## config.mk

```make
export PLATFORM = sky130hd
export DESIGN_NAME = tap_tempo_meter_flat
export DESIGN_NICKNAME = d
export VERILOG_FILES = /design/src/rtl/tap_tempo_meter_if.sv /design/src/rtl/tap_tempo_meter.sv /design/src/flat_wrapper.sv
export SDC_FILE = /design/constraint.sdc
export NUM_CORES = 1
export LEC_CHECK = 0
export ABC_AREA = 1
export CAP_MARGIN = 20
export CORE_MARGIN = 3
export CORE_UTILIZATION = 55
export CTS_BUF_LIST = sky130_fd_sc_hd__clkbuf_16
export CTS_CLUSTER_SIZE = 28
export DETAILED_ROUTE_END_ITERATION = 6
export PLACE_DENSITY_LB_ADDON = 0.05
export SYNTH_ARGS = -nofsm -noshare
export SYNTH_HDL_FRONTEND = slang
export SYNTH_SLANG_ARGS = --single-unit
```

## constraint.sdc

```tcl
create_clock -name clk -period 3.6 [get_ports clk]
set_clock_uncertainty 0.2 [all_clocks]
set_input_delay 0.72 -clock clk [delete_from_list [all_inputs] [get_ports clk]]
set_output_delay 0.72 -clock clk [all_outputs]
set_load 0.02 [all_outputs]
```

## src/rtl/tap_tempo_meter_if.sv

```systemverilog
// Tap-tempo measurement bundle: raw button level in, measured tempo and pulses out.
// The master side is the meter itself; the slave side is the playback/metronome consumer.
`timescale 1ns/1ps
interface tap_tempo_meter_if #(
    parameter int CNT_W = 32
);
    logic             tap_in;
    logic             tap_pulse;
    logic [CNT_W-1:0] period_out;
    logic             period_valid;
    logic             period_strobe;
    logic [CNT_W-1:0] avg_out;
    logic             avg_valid;
    logic             timeout_pulse;
    logic             beat_tick;

    modport master (
        input  tap_in,
        output tap_pulse, period_out, period_valid, period_strobe,
               avg_out, avg_valid, timeout_pulse, beat_tick
    );

    modport slave (
        output tap_in,
        input  tap_pulse, period_out, period_valid, period_strobe,
               avg_out, avg_valid, timeout_pulse, beat_tick
    );
endinterface

```

## src/rtl/tap_tempo_meter.sv

```systemverilog
// Measures cycles between debounced button taps, keeps a 4-tap running average
// and regenerates a beat_tick pulse train phase-locked to the latest tap.
`timescale 1ns/1ps
module tap_tempo_meter #(
    parameter int CNT_W           = 32,
    parameter int DEBOUNCE_CYCLES = 100000,
    parameter int TIMEOUT_CYCLES  = 200000000
) (
    input  logic              clk,
    input  logic              rst_n,
    tap_tempo_meter_if.master bus
);
    localparam int DB_W  = $clog2(DEBOUNCE_CYCLES + 1);
    localparam int SUM_W = CNT_W + 2;
    localparam logic [DB_W-1:0]  DB_LAST = DB_W'(DEBOUNCE_CYCLES - 1);
    localparam logic [CNT_W-1:0] TIMEOUT = CNT_W'(TIMEOUT_CYCLES);
    localparam logic [CNT_W-1:0] ONE     = CNT_W'(1);

    typedef enum logic {IDLE, RUN} state_t;

    logic              sync1_reg, sync2_reg, deb_reg, tap_pulse_reg;
    logic [DB_W-1:0]   db_cnt_reg;
    state_t            state_reg, state_next;
    logic              start, capture, abort;
    logic [CNT_W-1:0]  interval_reg;
    logic [3:0][CNT_W-1:0] hist_reg;
    logic [SUM_W-1:0]  sum_reg, sum_next;
    logic [2:0]        hist_cnt_reg, hist_cnt_next;
    logic              avg_valid_next;
    logic [CNT_W-1:0]  period_out_reg, avg_out_reg;
    logic              period_valid_reg, period_strobe_reg, avg_valid_reg;
    logic              timeout_pulse_reg, beat_tick_reg;
    logic [CNT_W-1:0]  beat_cnt_reg, tempo;
    logic              tempo_on;

    // Synchronizer and debouncer: a level is accepted only after it has been stable long enough.
    always_ff @(posedge clk or negedge rst_n) begin
        if (!rst_n) begin
            sync1_reg     <= 1'b0;
            sync2_reg     <= 1'b0;
            deb_reg       <= 1'b0;
            db_cnt_reg    <= '0;
            tap_pulse_reg <= 1'b0;
        end else begin
            sync1_reg     <= bus.tap_in;
            sync2_reg     <= sync1_reg;
            tap_pulse_reg <= 1'b0;
            if (sync2_reg == deb_reg) begin
                db_cnt_reg <= '0;
            end else if (db_cnt_reg == DB_LAST) begin
                db_cnt_reg    <= '0;
                deb_reg       <= sync2_reg;
                tap_pulse_reg <= sync2_reg;
            end else begin
                db_cnt_reg <= db_cnt_reg + DB_W'(1);
            end
        end
    end

    always_ff @(posedge clk or negedge rst_n) begin
        if (!rst_n) state_reg <= IDLE;
        else        state_reg <= state_next;
    end

    always_comb begin
        state_next = state_reg;
        case (state_reg)
            IDLE: if (tap_pulse_reg) state_next = RUN;
            RUN:  if (!tap_pulse_reg && interval_reg == TIMEOUT) state_next = IDLE;
            default: state_next = IDLE;
        endcase
    end

    always_comb begin
        start   = 1'b0;
        capture = 1'b0;
        abort   = 1'b0;
        case (state_reg)
            IDLE: start = tap_pulse_reg;
            RUN: begin
                capture = tap_pulse_reg;
                abort   = !tap_pulse_reg && interval_reg == TIMEOUT;
            end
            default: ;
        endcase
    end

    // interval_reg equals (current cycle - last tap cycle) while running.
    always_ff @(posedge clk or negedge rst_n) begin
        if (!rst_n)                 interval_reg <= '0;
        else if (start || capture)  interval_reg <= ONE;
        else if (state_reg == RUN)  interval_reg <= interval_reg + ONE;
    end

    // hist_reg[3] is the oldest entry; it reads 0 until four intervals are held.
    assign sum_next       = sum_reg - SUM_W'(hist_reg[3]) + SUM_W'(interval_reg);
    assign hist_cnt_next  = (hist_cnt_reg == 3'd4) ? 3'd4 : hist_cnt_reg + 3'd1;
    assign avg_valid_next = (hist_cnt_next == 3'd4);

    always_ff @(posedge clk or negedge rst_n) begin
        if (!rst_n) begin
            hist_reg          <= '0;
            sum_reg           <= '0;
            hist_cnt_reg      <= '0;
            avg_out_reg       <= '0;
            avg_valid_reg     <= 1'b0;
            period_out_reg    <= '0;
            period_valid_reg  <= 1'b0;
            period_strobe_reg <= 1'b0;
            timeout_pulse_reg <= 1'b0;
        end else begin
            period_strobe_reg <= capture;
            timeout_pulse_reg <= abort;
            if (capture) begin
                hist_reg         <= {hist_reg[2:0], interval_reg};
                sum_reg          <= sum_next;
                hist_cnt_reg     <= hist_cnt_next;
                avg_valid_reg    <= avg_valid_next;
                avg_out_reg      <= avg_valid_next ? sum_next[SUM_W-1:2] : '0;
                period_out_reg   <= interval_reg;
                period_valid_reg <= 1'b1;
            end else if (abort) begin
                hist_reg      <= '0;
                sum_reg       <= '0;
                hist_cnt_reg  <= '0;
                avg_valid_reg <= 1'b0;
                avg_out_reg   <= '0;
            end
        end
    end

    always_comb begin
        tempo    = '0;
        tempo_on = 1'b0;
        if (avg_valid_reg) begin
            tempo    = avg_out_reg;
            tempo_on = 1'b1;
        end else if (period_valid_reg) begin
            tempo    = period_out_reg;
            tempo_on = 1'b1;
        end
    end

    // A capture re-phases the generator; >= keeps it ticking if the period shrinks mid-count.
    always_ff @(posedge clk or negedge rst_n) begin
        if (!rst_n) begin
            beat_tick_reg <= 1'b0;
            beat_cnt_reg  <= '0;
        end else if (capture) begin
            beat_tick_reg <= 1'b1;
            beat_cnt_reg  <= ONE;
        end else if (!tempo_on) begin
            beat_tick_reg <= 1'b0;
            beat_cnt_reg  <= '0;
        end else if (beat_cnt_reg >= tempo) begin
            beat_tick_reg <= 1'b1;
            beat_cnt_reg  <= ONE;
        end else begin
            beat_tick_reg <= 1'b0;
            beat_cnt_reg  <= beat_cnt_reg + ONE;
        end
    end

    assign bus.tap_pulse     = tap_pulse_reg;
    assign bus.period_out    = period_out_reg;
    assign bus.period_valid  = period_valid_reg;
    assign bus.period_strobe = period_strobe_reg;
    assign bus.avg_out       = avg_out_reg;
    assign bus.avg_valid     = avg_valid_reg;
    assign bus.timeout_pulse = timeout_pulse_reg;
    assign bus.beat_tick     = beat_tick_reg;
endmodule

```

## src/flat_wrapper.sv

```systemverilog
// flat-port wrapper written by rule: the top's interface ports become plain ports
module tap_tempo_meter_flat 
#(
    parameter int CNT_W           = 32,
    parameter int DEBOUNCE_CYCLES = 100000,
    parameter int TIMEOUT_CYCLES  = 200000000
)
  (clk, rst_n, bus_tap_in, bus_tap_pulse, bus_period_out, bus_period_valid, bus_period_strobe, bus_avg_out, bus_avg_valid, bus_timeout_pulse, bus_beat_tick);
  tap_tempo_meter_if #(.CNT_W(CNT_W)) bus_i ();
  input  logic clk;
  input  logic rst_n;
  input wire logic [$bits(bus_i.tap_in)-1:0] bus_tap_in;
  output wire logic [$bits(bus_i.tap_pulse)-1:0] bus_tap_pulse;
  output wire logic [$bits(bus_i.period_out)-1:0] bus_period_out;
  output wire logic [$bits(bus_i.period_valid)-1:0] bus_period_valid;
  output wire logic [$bits(bus_i.period_strobe)-1:0] bus_period_strobe;
  output wire logic [$bits(bus_i.avg_out)-1:0] bus_avg_out;
  output wire logic [$bits(bus_i.avg_valid)-1:0] bus_avg_valid;
  output wire logic [$bits(bus_i.timeout_pulse)-1:0] bus_timeout_pulse;
  output wire logic [$bits(bus_i.beat_tick)-1:0] bus_beat_tick;
  assign bus_i.tap_in = bus_tap_in;
  assign bus_tap_pulse = bus_i.tap_pulse;
  assign bus_period_out = bus_i.period_out;
  assign bus_period_valid = bus_i.period_valid;
  assign bus_period_strobe = bus_i.period_strobe;
  assign bus_avg_out = bus_i.avg_out;
  assign bus_avg_valid = bus_i.avg_valid;
  assign bus_timeout_pulse = bus_i.timeout_pulse;
  assign bus_beat_tick = bus_i.beat_tick;
  tap_tempo_meter #(.CNT_W(CNT_W), .DEBOUNCE_CYCLES(DEBOUNCE_CYCLES), .TIMEOUT_CYCLES(TIMEOUT_CYCLES)) u_core (.clk(clk), .rst_n(rst_n), .bus(bus_i));
endmodule
```

==> Word-level counts from Yosys, hierarchy flattened <==
Index checks and enable logic that the tools add are counted.
{ "classes": {"add_sub_neg": 6, "order_cmp": 1, "eq_ne": 5, "n_mux": 34, "bitwise_logic": 2, "reduce_logical": 6} }
{ "ops": {"columns": ["op", "n"], "rows": [
  ["2-to-1 mux 32 bit", 10],
  ["2-to-1 mux 128 bit", 2],
  ["2-to-1 mux 34 bit", 2],
  ["adder 32 x 1 -> 32 bit (second input constant)", 2],
  ["adder 34 x 32 -> 34 bit", 1],
  ["2-to-1 mux 17 bit", 2],
  ["subtractor 34 x 32 -> 34 bit", 1],
  ["equality test 32 x 28 -> 1 bit (second input constant)", 1],
  [">= comparator 32 bit", 1],
  ["adder 17 x 1 -> 17 bit (second input constant)", 1],
  ["equality test 17 bit (second input constant)", 1],
  ["2-to-1 mux 1 bit", 14],
  ["2-to-1 mux 3 bit", 3],
  ["equality test 3 bit (second input constant)", 2],
  ["nonzero test 2 bit", 2],
  ["adder 3 x 1 -> 3 bit (second input constant)", 1],
  ["NOT 1 bit", 2],
  ["one-hot mux 1 bit (2 select lines)", 1],
  ["AND reduction 2 bit", 1],
  ["equality test 1 bit", 1],
  ["logical AND 1 bit", 1],
  ["zero test 1 bit", 1],
  ["logical OR 1 bit", 1]
]} }
{ "totals": {"ff_bits": 320, "in_bits": 3, "word_cells": 75} }

==> Depth between registers and ports, before layout <==
{ "depth": {"ltp_word": 6, "ltp_mapped": 19, "ltp_nobuf": 17} }

==> Worst setup path before layout <==
OpenSTA, ideal clock, no wires.
{ "synth_path": {"kind": "reg-to-reg", "startpoint": "register u_core.avg_valid_reg, in the netlist u_core.bus.avg_valid", "endpoint": "register u_core.beat_cnt_reg[9]", "setup_time_ps": 121, "arrival_ps": 2704, "slack_ps": 575, "stages_incl_launch_ff": 16, "synth_period_minus_slack_ps": 3025, "cell_sequence": "dfrtp_1 > clkbuf_1 > nor2_1 > clkbuf_1 > a22oi_1 > ha_1 > nand2_1 > nor2_1 > nand4_1 > nor3b_1 > nand3_1 > nand3_1 > inv_1 > nand2_2 > buf_4 > nor2_1"} }
{ "synth_between": {"elab_chain_len": 5} }
{ "synth_lines": {"columns": ["element", "line_no", "source"], "rows": [
  ["from (decl)", "tap_tempo_meter.sv:31", "logic period_valid_reg, period_strobe_reg, avg_valid_reg;"],
  ["from (signal assigned)", "tap_tempo_meter.sv:118", "avg_valid_reg <= avg_valid_next;"],
  ["2-to-1 mux 32 bit", "tap_tempo_meter.sv:135", "if (avg_valid_reg) begin"],
  [">= comparator 32 bit", "tap_tempo_meter.sv:155", "end else if (beat_cnt_reg >= tempo) begin"],
  ["2-to-1 mux 32 bit", "tap_tempo_meter.sv:155", null],
  ["2-to-1 mux 32 bit *", "tap_tempo_meter.sv:152", "end else if (!tempo_on) begin"],
  ["2-to-1 mux 32 bit *", "tap_tempo_meter.sv:149", "end else if (capture) begin"],
  ["to (signal assigned)", "tap_tempo_meter.sv:160", "beat_cnt_reg <= beat_cnt_reg + ONE;"],
  ["to (decl)", "tap_tempo_meter.sv:33", "logic [CNT_W-1:0] beat_cnt_reg, tempo;"]
]} }
Mark *: on every way between the ends. The rest lies on a longest branch, timed or not.
A chain may end at the register's enable or synchronous reset.

==> Worst setup path in the final report <==
{ "layout_path": {"startpoint": "register u_core.interval_reg[6]", "endpoint": "register u_core.sum_reg[27]"} }
{ "layout_between": {"elab_chain_len": 4} }
{ "layout_lines": {"columns": ["element", "line_no", "source"], "rows": [
  ["from (decl)", "tap_tempo_meter.sv:25", "logic [CNT_W-1:0] interval_reg;"],
  ["from (signal assigned)", "tap_tempo_meter.sv:92", "else if (state_reg == RUN) interval_reg <= interval_reg + ONE;"],
  ["parallel branches: the longest is 4 deep, another holds adder 34 x 32 -> 34 bit", null, null],
  ["to (signal assigned)", "tap_tempo_meter.sv:116", "sum_reg <= sum_next;"],
  ["to (decl)", "tap_tempo_meter.sv:27", "logic [SUM_W-1:0] sum_reg, sum_next;"]
]} }
Several ways; the timed one is not identified.

==> results.toml <==
[global_route]
grt_util_all_layers = 0.311
grt_pass1_wl_um = 86100
grt_overflow = 0
grt_pass1_vias = 15400
antenna_found_initial = 0
grt_max_degree = 153

[setup_path]
arrival_ns = 3.62
worst-r2r-cell-count = 14
worstPathMaxFanout = 7
crit_path_start_kind = "flop"
cp-end-kind = "flop"
criticalPathCategory = "reg2reg"
critPathRequiredTime_ns = 3.82

[power]
p_leak_uw = 0.0107
power_frac_seq = 0.494
peakVddDrop_v = 0.000372
p_switching_uw = 1620
clkPwrFrac = 0.493
swShare = 0.222
cellPowerDensity_nw_per_um2 = 358
p_int_uw = 5680
p_comb_frac = 0.013

[timing]
finalHoldViolations = 14
worst_pin_slew_ns = 1.14
period_needed_ns = 3.40
rsz0062_at_grt = "no"
period_share = 0.944
slew_headroom = 0.242
final.setup.worst_slack_ns = 0.201
maxSlewViolCount = 0
holdWs_ns = -0.00996
finalSetupTns_ns = 0
setup_viol = 0
fmax_mhz = 294

[route]
drt-wirelength-per-cell_um = 19.4
ant_nets = 0
route.detailed.drc = 0
wl_um = 54400
drt_iter0_markers = 1438
viasPerCell = 5.71
first_pass_iters = 5
num_vias = 16000

[floorplanning]
io_pins = 73
dieArea_um2 = 35100
fp.dieH_um = 187
core-area_um2 = 32000
initial_core_util = 0.565
row_count = 65
die_w_um = 187

[layout]
nets = 2450
final_cell_mix = "664 x nand2_1, 319 x dfrtp_1, 283 x nand3_1, 258 x inv_1, 162 x nor2_1"
largest_reg_flops = 128
final_common_cell = "nand2_1"
area_growth_pct = 12.7
drive_gt1_frac = 0.0540
antenna_cells = 0
fill_cells = 2891

[synth]
synth-seq-cells = 320
synth_fp_nets = 2398
syn-cell-area_um2 = 18100
yosysSeqAreaShare = 0.443
ys_warn_count = 0
syn_area_per_cell_um2 = 7.89
synth.distinct_cells = 48
netlist_instances = 2291

[outcome]
violations = "negative hold slack"
outcome = "finished with violations"

[cts]
clkSlewWorstSetupHoldPaths_ns = 0.06
cts_tree = "yes"
clk_path_buf_depth = 3
postCtsHoldBufs = 0
cts_inserted_buffers = 36
cts_setup_buffers = 0
clkLatencyLatePin_ns = 0.54
clockRootBuffer = "clkbuf_16"
htree_levels = 2
clock_sinks = 320

[placement]
dp_hpwl_um = 40200
pre_cts_ws_ns = 0.166
io_buffer_count = 72
gp_congestion = 0.999

[flow_run]
maxCapViolations = 0

[worst_hold_path]
hold_class = "in2async"
## final cells by class
cell class                 count  area (um2)  area share
multi-input combinational   1624        8680       0.426
sequential                   320        8010       0.393
timing repair buffer         102        1030      0.0504
inverter                     259         975      0.0478
clock buffer                  36         901      0.0442
tap                          435         544      0.0267
clock inverter                28         240      0.0118
## critical path: stages (launching register included)
cell and delay [ns]:
dfrtp_1 0.51, inv_1 0.20, fa_1 0.52, inv_1 0.05
ha_1 0.35, nand2_1 0.14, inv_1 0.05, a21oi_1 0.26
nand2_1 0.19, a21oi_1 0.20, inv_1 0.09, nand2_1 0.13
nand3_1 0.13, nand3_1 0.18, nand2_1 0.07
## power by group through the flow
| stage | combinational (uW) | clock (uW) | sequential (uW) |
|---|---|---|---|
| floorplan | 8.31 | 0 | 3670 |
| global placement | 101 | 0 | 3670 |
| detailed placement | 101 | 0 | 3670 |
| CTS | 102 | 3660 | 3600 |
| global route | 112 | 3810 | 3600 |
| finish | 95.7 | 3600 | 3600 |
## cells in the mapped netlist (all sizes together)
cell / count / area (um2)
nand2: 673 / 2550
dfrtp: 320 / 8010
nand3: 286 / 1450
inv: 258 / 968
nor2: 172 / 688
a21oi: 83 / 415
ha: 72 / 901
o21ai: 64 / 320
nor3: 50 / 293
buf: 47 / 279
nand4: 45 / 282
clkbuf: 41 / 154
fa: 32 / 641
a22oi: 31 / 233
xor2: 21 / 184
o31ai: 19 / 143
nor4: 16 / 115
xnor2: 11 / 96.3
or2: 10 / 62.6
nand3b: 9 / 67.6
o21bai: 7 / 52.6
o21a: 5 / 37.5
a211oi: 4 / 30.0
nor3b: 3 / 22.5
a21o: 2 / 15.0
a31oi: 2 / 12.5
a2111oi: 1 / 8.76
a22o: 1 / 8.76
and2: 1 / 6.26
and3: 1 / 6.26
clkinv: 1 / 3.75
nand2b: 1 / 6.26
o211ai: 1 / 7.51
o22ai: 1 / 6.26
## worst paths after layout
kind / start / slack (ns) / to
max: u_core.interval_reg[6]$_DFFE_PN0P_ / 0.20 / u_core.sum_reg[27]$_DFFE_PN0P_
min: rst_n / -0.01 / u_core.beat_cnt_reg[19]$_DFF_PN0_
max reg2reg: u_core.interval_reg[6]$_DFFE_PN0P_ / 0.20 / u_core.sum_reg[27]$_DFFE_PN0P_
min reg2reg: u_core.sync1_reg$_DFF_PN0_ / 0.16 / u_core.sync2_reg$_DFF_PN0_
max in group asynchronous: rst_n / 2.40 / u_core.hist_reg[84]$_DFFE_PN0P_
min in group clk: u_core.sync1_reg$_DFF_PN0_ / 0.16 / u_core.sync2_reg$_DFF_PN0_
## kinds of logic after synthesis
| kind of cell | share of synthesized area |
|---|---|
| and+or+nand+nor | 0.307 |
| buffers and inverters | 0.0778 |
| DFF | 0.443 |
| AOI/OAI and AO/OA | 0.0714 |
| adders and majority gates | 0.0853 |
| xor gates and xnor gates | 0.0155 |
## stage by stage
step | instances | total power [uW] | hold slack, ns | utilization | area, um2
final | 2804 | 7300 | -0.00996 | 0.637 | 20400
after global routing | 2804 | 7520 | 0.0427 | 0.637 | 20400
after CTS | 2804 | 7360 | 0.0214 | 0.637 | 20400
after detailed placement | 2740 | 3770 | 0.137 | 0.602 | 19200
after global placement | 2740 | 3770 | 0.143 | 0.602 | 19200
after floorplan | 2291 | 3680 | 0.131 | - | 18100
## timing repair
item / CTS / global route
resized for setup: 0 / 2
endpoints found under the hold margin: 0 / 0
setup endpoints to repair: 0 / 3
## per-layer routing
layer	wire length, um	GRT usage	up-vias
met4	1560	0.0875	0
met3	4030	0.0618	106
met5	0	0	-
met1	24300	0.446	7778
li1	-	-	7571
met2	24600	0.483	560
No activity file was read; power rests on OpenSTA's default activity.
